## src/rtl/bs_wb_pkg.sv

```systemverilog
// Shared types and constants for the bit-serial output write-back streamer.
package bs_wb_pkg;

  localparam int BS_COLS_DEF          = 32;
  localparam int BS_OUT_BUF_DEPTH_DEF = 9;
  localparam int NUM_GRP              = BS_COLS_DEF / 8;
  localparam int RD_LAT               = 2;
  localparam int FIFO_DEPTH_DEF       = 4;
  localparam int BEAT_W               = 64;

  typedef struct packed {
    logic              last;
    logic [BEAT_W-1:0] data;
  } wb_entry_t;

  typedef enum logic [1:0] {
    IDLE  = 2'd0,
    ISSUE = 2'd1,
    DRAIN = 2'd2,
    DONE  = 2'd3
  } wb_state_e;

  // Core group-select encoding: 0 means no read, otherwise group index + 1.
  function automatic logic [2:0] grp_to_en(input logic [2:0] grp);
    return grp + 3'd1;
  endfunction

endpackage

```

## src/rtl/bs_wb_fifo.sv

```systemverilog
// Show-ahead synchronous FIFO with occupancy count; rdata is the head entry
// whenever empty is low.
module bs_wb_fifo #(
  parameter int DEPTH = 4,
  parameter int WIDTH = 65,
  localparam int AW = (DEPTH > 1) ? $clog2(DEPTH) : 1,
  localparam int CW = $clog2(DEPTH + 1)
) (
  input  logic             clk,
  input  logic             rst_n,
  input  logic             push,
  input  logic [WIDTH-1:0] wdata,
  input  logic             pop,
  output logic [WIDTH-1:0] rdata,
  output logic             empty,
  output logic [CW-1:0]    count
);

  logic [WIDTH-1:0] mem_q [DEPTH];
  logic [AW-1:0]    wr_ptr_q, rd_ptr_q;
  logic [CW-1:0]    count_q;
  logic             do_push, do_pop;

  function automatic logic [AW-1:0] ptr_inc(input logic [AW-1:0] p);
    return (p == AW'(DEPTH - 1)) ? '0 : p + 1'b1;
  endfunction

  assign do_push = push && (count_q != CW'(DEPTH));
  assign do_pop  = pop && (count_q != '0);

  always_ff @(posedge clk) begin
    if (!rst_n) begin
      wr_ptr_q <= '0;
      rd_ptr_q <= '0;
      count_q  <= '0;
    end else begin
      if (do_push) wr_ptr_q <= ptr_inc(wr_ptr_q);
      if (do_pop)  rd_ptr_q <= ptr_inc(rd_ptr_q);
      case ({do_push, do_pop})
        2'b10:   count_q <= count_q + 1'b1;
        2'b01:   count_q <= count_q - 1'b1;
        default: count_q <= count_q;
      endcase
    end
  end

  always_ff @(posedge clk) begin
    if (do_push) mem_q[wr_ptr_q] <= wdata;
  end

  assign rdata = mem_q[rd_ptr_q];
  assign empty = (count_q == '0);
  assign count = count_q;

endmodule

```

## src/rtl/bs_out_wb_stream.sv

```systemverilog
// Drains the LUT core's bit-serial output buffers onto an AXI-Stream master.
// Define BS_WB_PERF_EN to build the saturating backpressure counter wb_stall_cnt.
//
// state | meaning
// IDLE  | waiting for start; zero-length start only pulses done
// ISSUE | one read request per cycle while FIFO credit allows
// DRAIN | all requests issued; waiting for the last beat to handshake
// DONE  | one-cycle done pulse, then back to IDLE
module bs_out_wb_stream
  import bs_wb_pkg::*;
#(
  parameter int BS_COLS          = BS_COLS_DEF,
  parameter int BS_OUT_BUF_DEPTH = BS_OUT_BUF_DEPTH_DEF,
  parameter int FIFO_DEPTH       = FIFO_DEPTH_DEF
) (
  input  logic                                clk,
  input  logic                                rst_n,
  input  logic                                start,
  input  logic [BS_OUT_BUF_DEPTH:0]           num_addr,
  input  logic                                buf_sel,
  output logic                                busy,
  output logic                                done,
  output logic [2:0]                          bs_out_buf_wb_en,
  output logic [BS_COLS*BS_OUT_BUF_DEPTH-1:0] bs_out_buf_wb_addr,
  output logic                                bs_out_buf_wb_sel,
  input  logic [63:0]                         bs_out_wb_data,
  output logic [63:0]                         m_axis_tdata,
  output logic                                m_axis_tvalid,
  input  logic                                m_axis_tready,
  output logic                                m_axis_tlast,
  output logic [31:0]                         wb_stall_cnt
);

  localparam int GRP_N = BS_COLS / 8;
  localparam int AW    = BS_OUT_BUF_DEPTH;
  localparam int NW    = BS_OUT_BUF_DEPTH + 1;
  localparam int CW    = $clog2(FIFO_DEPTH + 1);

  wb_state_e         state_q, state_d;
  logic [NW-1:0]     rem_q;
  logic [AW-1:0]     addr_cnt_q, req_addr_q;
  logic [2:0]        grp_cnt_q, en_q;
  logic              sel_q, req_vld_q, req_last_q, zero_done_q;
  logic [RD_LAT-1:0] tag_vld_q, tag_last_q;

  logic              start_ok, start_run, grp_last, last_req, credit, issue, last_pop;
  logic [CW:0]       inflight_cnt, occupancy;
  logic [CW-1:0]     fifo_count;
  logic              fifo_empty, fifo_push, fifo_pop;
  wb_entry_t         fifo_wdata, fifo_rdata;

  assign start_ok  = start && (state_q == IDLE);
  assign start_run = start_ok && (num_addr != '0);
  assign grp_last  = (grp_cnt_q == 3'(GRP_N - 1));
  // rem_q counts addresses still to be requested, so 1 marks the final address.
  assign last_req  = (rem_q == NW'(1)) && grp_last;

  // The request register is counted too: its data lands in the FIFO RD_LAT+1 edges later.
  always_comb begin
    inflight_cnt = {{CW{1'b0}}, req_vld_q};
    for (int i = 0; i < RD_LAT; i++) begin
      inflight_cnt = inflight_cnt + {{CW{1'b0}}, tag_vld_q[i]};
    end
  end

  assign occupancy = {1'b0, fifo_count} + inflight_cnt;
  assign credit    = (occupancy < (CW+1)'(FIFO_DEPTH));

  always_ff @(posedge clk) begin
    if (!rst_n) state_q <= IDLE;
    else        state_q <= state_d;
  end

  always_comb begin
    state_d = state_q;
    case (state_q)
      IDLE:    if (start_run) state_d = ISSUE;
      ISSUE:   if (issue && last_req) state_d = DRAIN;
      DRAIN:   if (last_pop && (inflight_cnt == '0) && (fifo_count == CW'(1))) state_d = DONE;
      DONE:    state_d = IDLE;
      default: state_d = IDLE;
    endcase
  end

  always_comb begin
    busy  = 1'b0;
    done  = zero_done_q;
    issue = 1'b0;
    case (state_q)
      ISSUE: begin
        busy  = 1'b1;
        issue = credit;
      end
      DRAIN: busy = 1'b1;
      DONE: begin
        busy = 1'b1;
        done = 1'b1;
      end
      default: ;
    endcase
  end

  always_ff @(posedge clk) begin
    if (!rst_n) begin
      rem_q       <= '0;
      addr_cnt_q  <= '0;
      grp_cnt_q   <= '0;
      sel_q       <= 1'b0;
      req_vld_q   <= 1'b0;
      req_last_q  <= 1'b0;
      req_addr_q  <= '0;
      en_q        <= '0;
      tag_vld_q   <= '0;
      tag_last_q  <= '0;
      zero_done_q <= 1'b0;
    end else begin
      zero_done_q <= start_ok && (num_addr == '0);
      if (start_run) begin
        rem_q      <= num_addr;
        sel_q      <= buf_sel;
        addr_cnt_q <= '0;
        grp_cnt_q  <= '0;
      end else if (issue) begin
        if (grp_last) begin
          grp_cnt_q  <= '0;
          addr_cnt_q <= addr_cnt_q + 1'b1;
          rem_q      <= rem_q - 1'b1;
        end else begin
          grp_cnt_q <= grp_cnt_q + 1'b1;
        end
      end
      req_vld_q  <= issue;
      req_last_q <= issue && last_req;
      en_q       <= issue ? grp_to_en(grp_cnt_q) : 3'd0;
      if (issue) req_addr_q <= addr_cnt_q;
      tag_vld_q[0]  <= req_vld_q;
      tag_last_q[0] <= req_last_q;
      for (int i = 1; i < RD_LAT; i++) begin
        tag_vld_q[i]  <= tag_vld_q[i-1];
        tag_last_q[i] <= tag_last_q[i-1];
      end
    end
  end

  assign bs_out_buf_wb_en   = en_q;
  assign bs_out_buf_wb_addr = {BS_COLS{req_addr_q}};
  assign bs_out_buf_wb_sel  = sel_q;

  assign fifo_push       = tag_vld_q[RD_LAT-1];
  assign fifo_wdata.last = tag_last_q[RD_LAT-1];
  assign fifo_wdata.data = bs_out_wb_data;
  assign fifo_pop        = m_axis_tvalid && m_axis_tready;
  assign last_pop        = fifo_pop && fifo_rdata.last;

  bs_wb_fifo #(
    .DEPTH(FIFO_DEPTH),
    .WIDTH($bits(wb_entry_t))
  ) u_fifo (
    .clk  (clk),
    .rst_n(rst_n),
    .push (fifo_push),
    .wdata(fifo_wdata),
    .pop  (fifo_pop),
    .rdata(fifo_rdata),
    .empty(fifo_empty),
    .count(fifo_count)
  );

  // Head is gated so the stream reads as zero while nothing is valid.
  assign m_axis_tvalid = !fifo_empty;
  assign m_axis_tdata  = m_axis_tvalid ? fifo_rdata.data : '0;
  assign m_axis_tlast  = m_axis_tvalid && fifo_rdata.last;

`ifdef BS_WB_PERF_EN
  logic [31:0] stall_q;

  always_ff @(posedge clk) begin
    if (!rst_n) begin
      stall_q <= '0;
    end else if (start_ok) begin
      stall_q <= '0;
    end else if (m_axis_tvalid && !m_axis_tready && (stall_q != '1)) begin
      stall_q <= stall_q + 1'b1;
    end
  end

  assign wb_stall_cnt = stall_q;
`else
  assign wb_stall_cnt = '0;
`endif

endmodule

```

## config.mk

```make
export PLATFORM = sky130hd
export DESIGN_NAME = bs_out_wb_stream
export DESIGN_NICKNAME = d
export VERILOG_FILES = /design/src/rtl/bs_wb_pkg.sv /design/src/rtl/bs_wb_fifo.sv /design/src/rtl/bs_out_wb_stream.sv
export SDC_FILE = /design/constraint.sdc
export NUM_CORES = 1
export LEC_CHECK = 0
export CAP_MARGIN = 20
export CORE_AREA = 2 2 190 192
export CTS_CLUSTER_SIZE = 12
export DETAILED_ROUTE_END_ITERATION = 16
export DIE_AREA = 0 0 192 194
export HOLD_SLACK_MARGIN = 0.15
export PLACE_DENSITY = 0.76
export REMOVE_ABC_BUFFERS = 1
export SLEW_MARGIN = 20
export SYNTH_ARGS = -nofsm -noshare
export SYNTH_HDL_FRONTEND = slang
export SYNTH_SLANG_ARGS = --single-unit
```

## constraint.sdc

```tcl
create_clock -name clk -period 2.75 [get_ports clk]
set_clock_uncertainty 0.15 [all_clocks]
set_input_delay 0.825 -clock clk [delete_from_list [all_inputs] [get_ports clk]]
set_output_delay 0.825 -clock clk [all_outputs]
set_load 0.1 [all_outputs]
```

Word level (Yosys, flattened, before mapping)
Memory sizes are Yosys's and may differ from the RTL's. A register that Yosys moved wholly into a read port is not among the register bits.
Index checks and enable logic that the tools add are counted.
{ "word_totals": {"ff_bits": 51, "ramBits": 260, "elab_cells": 89, "mem_count": 1, "input_bits": 79} }
{ "memory_table": {"columns": ["name", "depth", "width", "rd", "rd_ports_with_merged_regs", "write_ports", "line_no", "rtl"], "rows": [
  ["u_fifo.mem_q", 4, 65, 1, 1, 1, "bs_wb_fifo.sv:19", "logic [WIDTH-1:0] mem_q [DEPTH];"]
]} }
{ "classes": {"n_reduce_logical": 28, "order_cmp": 1, "bitwise_logic": 1, "n_addsub": 10, "n_eq_ne": 14, "muxes": 19} }
{ "ops": {"columns": ["cell", "n"], "rows": [
  ["64-bit 2-to-1 mux", 1],
  ["10-bit 2-to-1 mux", 3],
  ["2-bit 2-to-1 mux", 7],
  ["1-bit logical AND", 12],
  ["10-bit by 1-bit == test with 1-bit output (second input constant)", 1],
  ["2-bit == test (second input constant)", 5],
  ["10-bit zero test", 1],
  ["10-bit nonzero test", 1],
  ["10-bit by 1-bit subtractor with 10-bit output (second input constant)", 1],
  ["9-bit by 1-bit adder with 9-bit output (second input constant)", 1],
  ["2-bit one-hot mux with 4 select lines", 1],
  ["3-bit by 1-bit adder with 3-bit output (second input constant)", 2],
  ["2-bit inequality test (second input constant)", 3],
  ["3-bit one-hot mux with 2 select lines", 1],
  ["2-bit AND reduction", 3],
  ["2-bit nonzero test", 3],
  ["1-bit 2-to-1 mux", 5],
  ["2-bit by 1-bit adder with 2-bit output (second input constant)", 2],
  ["3-bit by 3-bit adder with 4-bit output", 1],
  ["2-bit by 1-bit == test with 1-bit output (second input constant)", 2],
  ["4-bit zero test", 1],
  ["4-bit by 3-bit less-than comparator with 1-bit output (second input constant)", 1],
  ["2-bit by 1-bit adder with 3-bit output", 1],
  ["3-bit by 1-bit == test with 1-bit output (second input constant)", 1],
  ["13 further kinds", 13]
]} }

Longest topological paths before layout
{ "logic_depth": {"ltp_word": 8, "depth_mapped": 9, "mapped_depth_nobuf": 9} }

By module
A second synthesis with hierarchy kept.
{ "hier_totals": {"cells_unflattened": 1011, "hier_area_um2": 14681.6} }
{ "modules_own_cells": {"columns": ["module", "cells_each", "n_inst", "seq_area_each_um2", "area_per_inst_um2"], "rows": [
  ["bs_wb_fifo", 394, 1, 7987.7, 9872.0],
  ["bs_out_wb_stream", 617, 1, 880.8, 4809.6]
]} }

Worst setup path before layout
Ideal clock, no wire load.
{ "synth_timing": {"path_kind": "register to output", "startpoint": "reg u_fifo.count_q[0] (netlist: u_fifo.count[0])", "endpoint": "out m_axis_tdata[54]", "arrival_ns": 2.639, "n_path_buf": 1, "t_required_ns": 1.775, "stages_incl_launch_ff": 6, "slack_ns": -0.864, "path_cell_list": "dfxtp_1 inv_1 ha_1 nand2b_1 clkbuf_1 and2_1"} }
{ "synth_via": {"elab_chain_len": 2} }
{ "synth_rtl": {"columns": ["element", "line_no", "rtl"], "rows": [
  ["start: declaration", "bs_wb_fifo.sv:21", "logic [CW-1:0] count_q;"],
  ["start signal: assignment", "bs_wb_fifo.sv:40", "2'b10: count_q <= count_q + 1'b1;"],
  ["start signal: assignment", "bs_wb_fifo.sv:41", "2'b01: count_q <= count_q - 1'b1;"],
  ["start signal: assignment", "bs_wb_fifo.sv:42", "default: count_q <= count_q;"],
  ["3-bit zero test", "bs_wb_fifo.sv:52", "assign empty = (count_q == '0);"],
  ["64-bit 2-to-1 mux", "bs_out_wb_stream.sv:171", "assign m_axis_tdata = m_axis_tvalid ? fifo_rdata.data : '0;"],
  ["end: declaration", "bs_out_wb_stream.sv:27", "output logic [63:0] m_axis_tdata,"]
]} }
No other way between the ends.

==> impl_metrics.py <==
metrics = {
    "grt": {
        "grt_max_degree": 66,
        "grt_pass1_wl_um": 53400,
        "grt_use_met2": 0.348,
        "grt-ovfl-total": 0,
        "antenna_found_initial": 2,
        "use_met1": 0.212,
        "grt_pass1_vias": 9066,
        "grt_usage": 0.187,
        "grt.busiest_layer": "met2",
        "grt_util_met3": 0.0489,
    },
    "place": {
        "hpwl_um": 24100,
        "globalplace.congestion": 0.768,
        "port-buffer-count": 438,
        "dp.cells": 1634,
    },
    "floorplanning": {
        "core-area_um2": 35200,
        "die_h_um": 194,
        "start_util": 0.415,
        "die_area_um2": 37200,
        "num_rows": 69,
        "io-pin-count": 471,
        "die_w_um": 192,
    },
    "synthesis": {
        "synth_flop_cell": "edfxtp_1",
        "synthCells": 1009,
        "ys.warnings.count": 0,
        "ys_ff_latch": 313,
        "async_flop_share": 0,
        "synth_edf_count": 260,
        "yosysSeqAreaShare": 0.607,
        "syn_area_per_cell_um2": 14.5,
        "ys_types": 43,
        "synth_area_um2": 14600,
    },
    "run_status": {
        "failed_checks": "setup timing",
        "status": "finished with violations",
    },
    "timing": {
        "setup_slack_ns": -0.243,
        "setup_viol": 65,
        "fmax_mhz": 334,
        "timing.final.crit_period_ns": 2.99,
        "fin_tns_setup_ns": -13.96,
        "rsz0062_at_grt": "true",
        "hold_ws_ns": 0.284,
        "timing.final.crit_share": 1.09,
        "hold_viol": 0,
        "finalMaxSlewViolations": 0,
    },
    "power_and_ir_drop": {
        "p_total_w": 0.0178,
        "clockPowerShare": 0.234,
        "powerDensity_nw_per_um2": 783,
        "switching_share": 0.378,
        "worst_ir_drop_vdd_uv": 914,
        "p_seq_frac": 0.303,
        "p_int_w": 0.0111,
        "total_leakage_power_nw": 8.11,
        "power_frac_comb": 0.463,
        "switchingPower_w": 0.00673,
    },
    "cts": {
        "cts_tree": "done",
        "clkTransAtPathRegs_ns": 0.06,
        "insertion_delay_ns": 0.49,
        "cts-buffers-inserted": 34,
        "cts_max_level": 2,
        "clockBufferDepth": 3,
        "cts_sinks": 313,
        "cts_root_buffer": "clkbuf_16",
    },
    "critical_path": {
        "arrival_ns": 2.02,
        "cp.required_ns": 1.78,
        "path_max_fanout": 8,
        "crit_type": "register to output pin",
        "cp-end-kind": "output pin",
        "start_kind": "register",
    },
    "cells_and_area": {
        "final_cell_count_no_fill": 1697,
        "drive_above_1_share": 0.483,
        "area_delta_synth_final_pct": 55.8,
        "layout.nets": 1322,
        "finish.utilization": 0.646,
    },
    "drt": {
        "first_pass_iters": 4,
        "vias_per_cell": 4.85,
        "drc_errors": 0,
        "drt-total-wl_um": 35200,
        "wl_per_cell_um": 20.7,
        "vias": 8230,
        "first_iter_violations": 382,
        "ant_nets": 0,
    },
    "min_path": {
        "hp-class": "register to register",
    },
    "job": {
        "maxCapViolCount": 0,
    },
}
## routing by layer
metal	up-vias	wire length, µm
met5	-	0
met4	0	567
met3	40	2510
met2	332	19600
met1	4172	12500
li1	3686	-
## registers in the layout, indices dropped and copies added (netlist names), named ones only
| signal | flops |
|---|---|
| bs_out_buf_wb_sel | 1 |
| req_addr_q | 9 |
| u_fifo.mem_q | 260 |
| bs_out_buf_wb_en | 3 |
| grp_cnt_q | 3 |
| state_q | 2 |
| rem_q | 10 |
| addr_cnt_q | 9 |
| tag_vld_q | 2 |
| req_vld_q | 1 |
| u_fifo.count | 3 |
| u_fifo.wr_ptr_q | 2 |
| tag_last_q | 2 |
| zero_done_q | 1 |
| u_fifo.rd_ptr_q | 2 |
| req_last_q | 1 |
## cells in the mapped netlist (4+ instances only)
master | number | area, µm²
inv_1 | 15 | 56.3
buf_2 | 8 | 40.0
buf_4 | 312 | 2340
nand2_1 | 44 | 165
clkbuf_1 | 19 | 71.3
edfxtp_1 | 260 | 7810
nand3_1 | 4 | 20.0
xor2_1 | 8 | 70.1
and2_1 | 72 | 450
nand4_1 | 7 | 43.8
mux4_2 | 65 | 1460
a211oi_1 | 5 | 37.5
and3_1 | 8 | 50.1
a21oi_1 | 23 | 115
o21ai_0 | 6 | 30.0
nor2_1 | 27 | 101
dfxtp_1 | 53 | 1060
nor3_1 | 9 | 45.0
nor4_1 | 5 | 31.3
xnor2_1 | 9 | 78.8
ha_1 | 22 | 275
## per-stage QoR
step           cell area [µm²]  worst slack [ns]
4_1_cts                  22600            -0.333
3_3_place_gp             21300             0.103
2_1_floorplan            12300            -19.12
3_5_place_dp             21300            0.0870
6_report                 22800            -0.243
5_1_grt                  22800            -0.303
## worst max-delay path, cell delays in order, from the launching register on
cell	delay, ns
dfxtp_4	0.37
buf_12	0.14
buf_12	0.15
mux4_2	0.51
and2_4	0.19
buf_12	0.16
## power groups by stage
stage / Sequential (W) / Clock, W / Combinational (W)
3_3_place_gp: 0.00551 / 0 / 0.00729
6_report: 0.00540 / 0.00417 / 0.00825
3_5_place_dp: 0.00552 / 0 / 0.00734
2_1_floorplan: 0.00567 / 0 / 0.00494
5_1_grt: 0.00542 / 0.00444 / 0.00855
4_1_cts: 0.00542 / 0.00428 / 0.00813
## logic make-up (layout without fill, tap and decap cells)
group,count (synthesis),in the layout,share of synthesized area
other,1,34,0.000257
and+or+nand+nor,187,187,0.0691
xor gates and xnor gates,17,17,0.0102
buffers and inverters,357,551,0.173
adders and majority gates,23,23,0.0202
muxes,68,68,0.102
AOI/OAI and AO/OA,43,43,0.0183
DFF,313,313,0.607
## layout by cell type (no fill, tap or decap), types with 5 or more instances in the layout
cell / netlist / layout
buf_12: 0 / 377
edfxtp_1: 260 / 260
clkdlybuf4s50_1: 0 / 78
mux4_2: 65 / 65
and2_4: 0 / 65
dfxtp_1: 53 / 50
nand2_1: 44 / 44
clkbuf_16: 0 / 38
conb_1: 1 / 32
nor2_1: 27 / 27
a21oi_1: 23 / 23
ha_1: 22 / 21
buf_4: 312 / 20
inv_1: 15 / 14
nor3_1: 9 / 9
xnor2_1: 9 / 9
xor2_1: 8 / 8
and2_1: 72 / 7
nand4_1: 7 / 7
o21ai_0: 6 / 6
clkbuf_1: 19 / 6
nor4_1: 5 / 5
a211oi_1: 5 / 5
## final timing paths
path | from | depth (start not counted) | slack [ns] | end
setup reg to reg | tag_vld_q[1] | 7 | 0.16 | state_q[0]
setup / recovery | register | 5 | -0.24 | m_axis_tdata[51]
hold reg to reg | req_last_q | 1 | 0.28 | tag_last_q[0]
hold / removal | req_last_q | 1 | 0.28 | tag_last_q[0]
## final cells by class
| class | count | area [µm²] |
|---|---|---|
| diodes | 2 | 5.00 |
| clock buffers | 42 | 912 |
| clock inverters | 8 | 97.6 |
| fillers | 2301 | 12500 |
| inverters | 16 | 60.1 |
| multi-input cells | 370 | 3540 |
| flip-flops and latches | 313 | 8880 |
| well taps | 461 | 577 |
| repair buffers | 485 | 8690 |
## timing repair
action,4_1_cts,5_1_grt
resized for setup,65,16
setup endpoints to repair,66,66
hold buffers,0,0
gates cloned,3,3
endpoints found under the hold margin,0,0
pin swaps,31,0
setup buffers,4,2
Note: power is estimated with default switching activity, not from simulation.
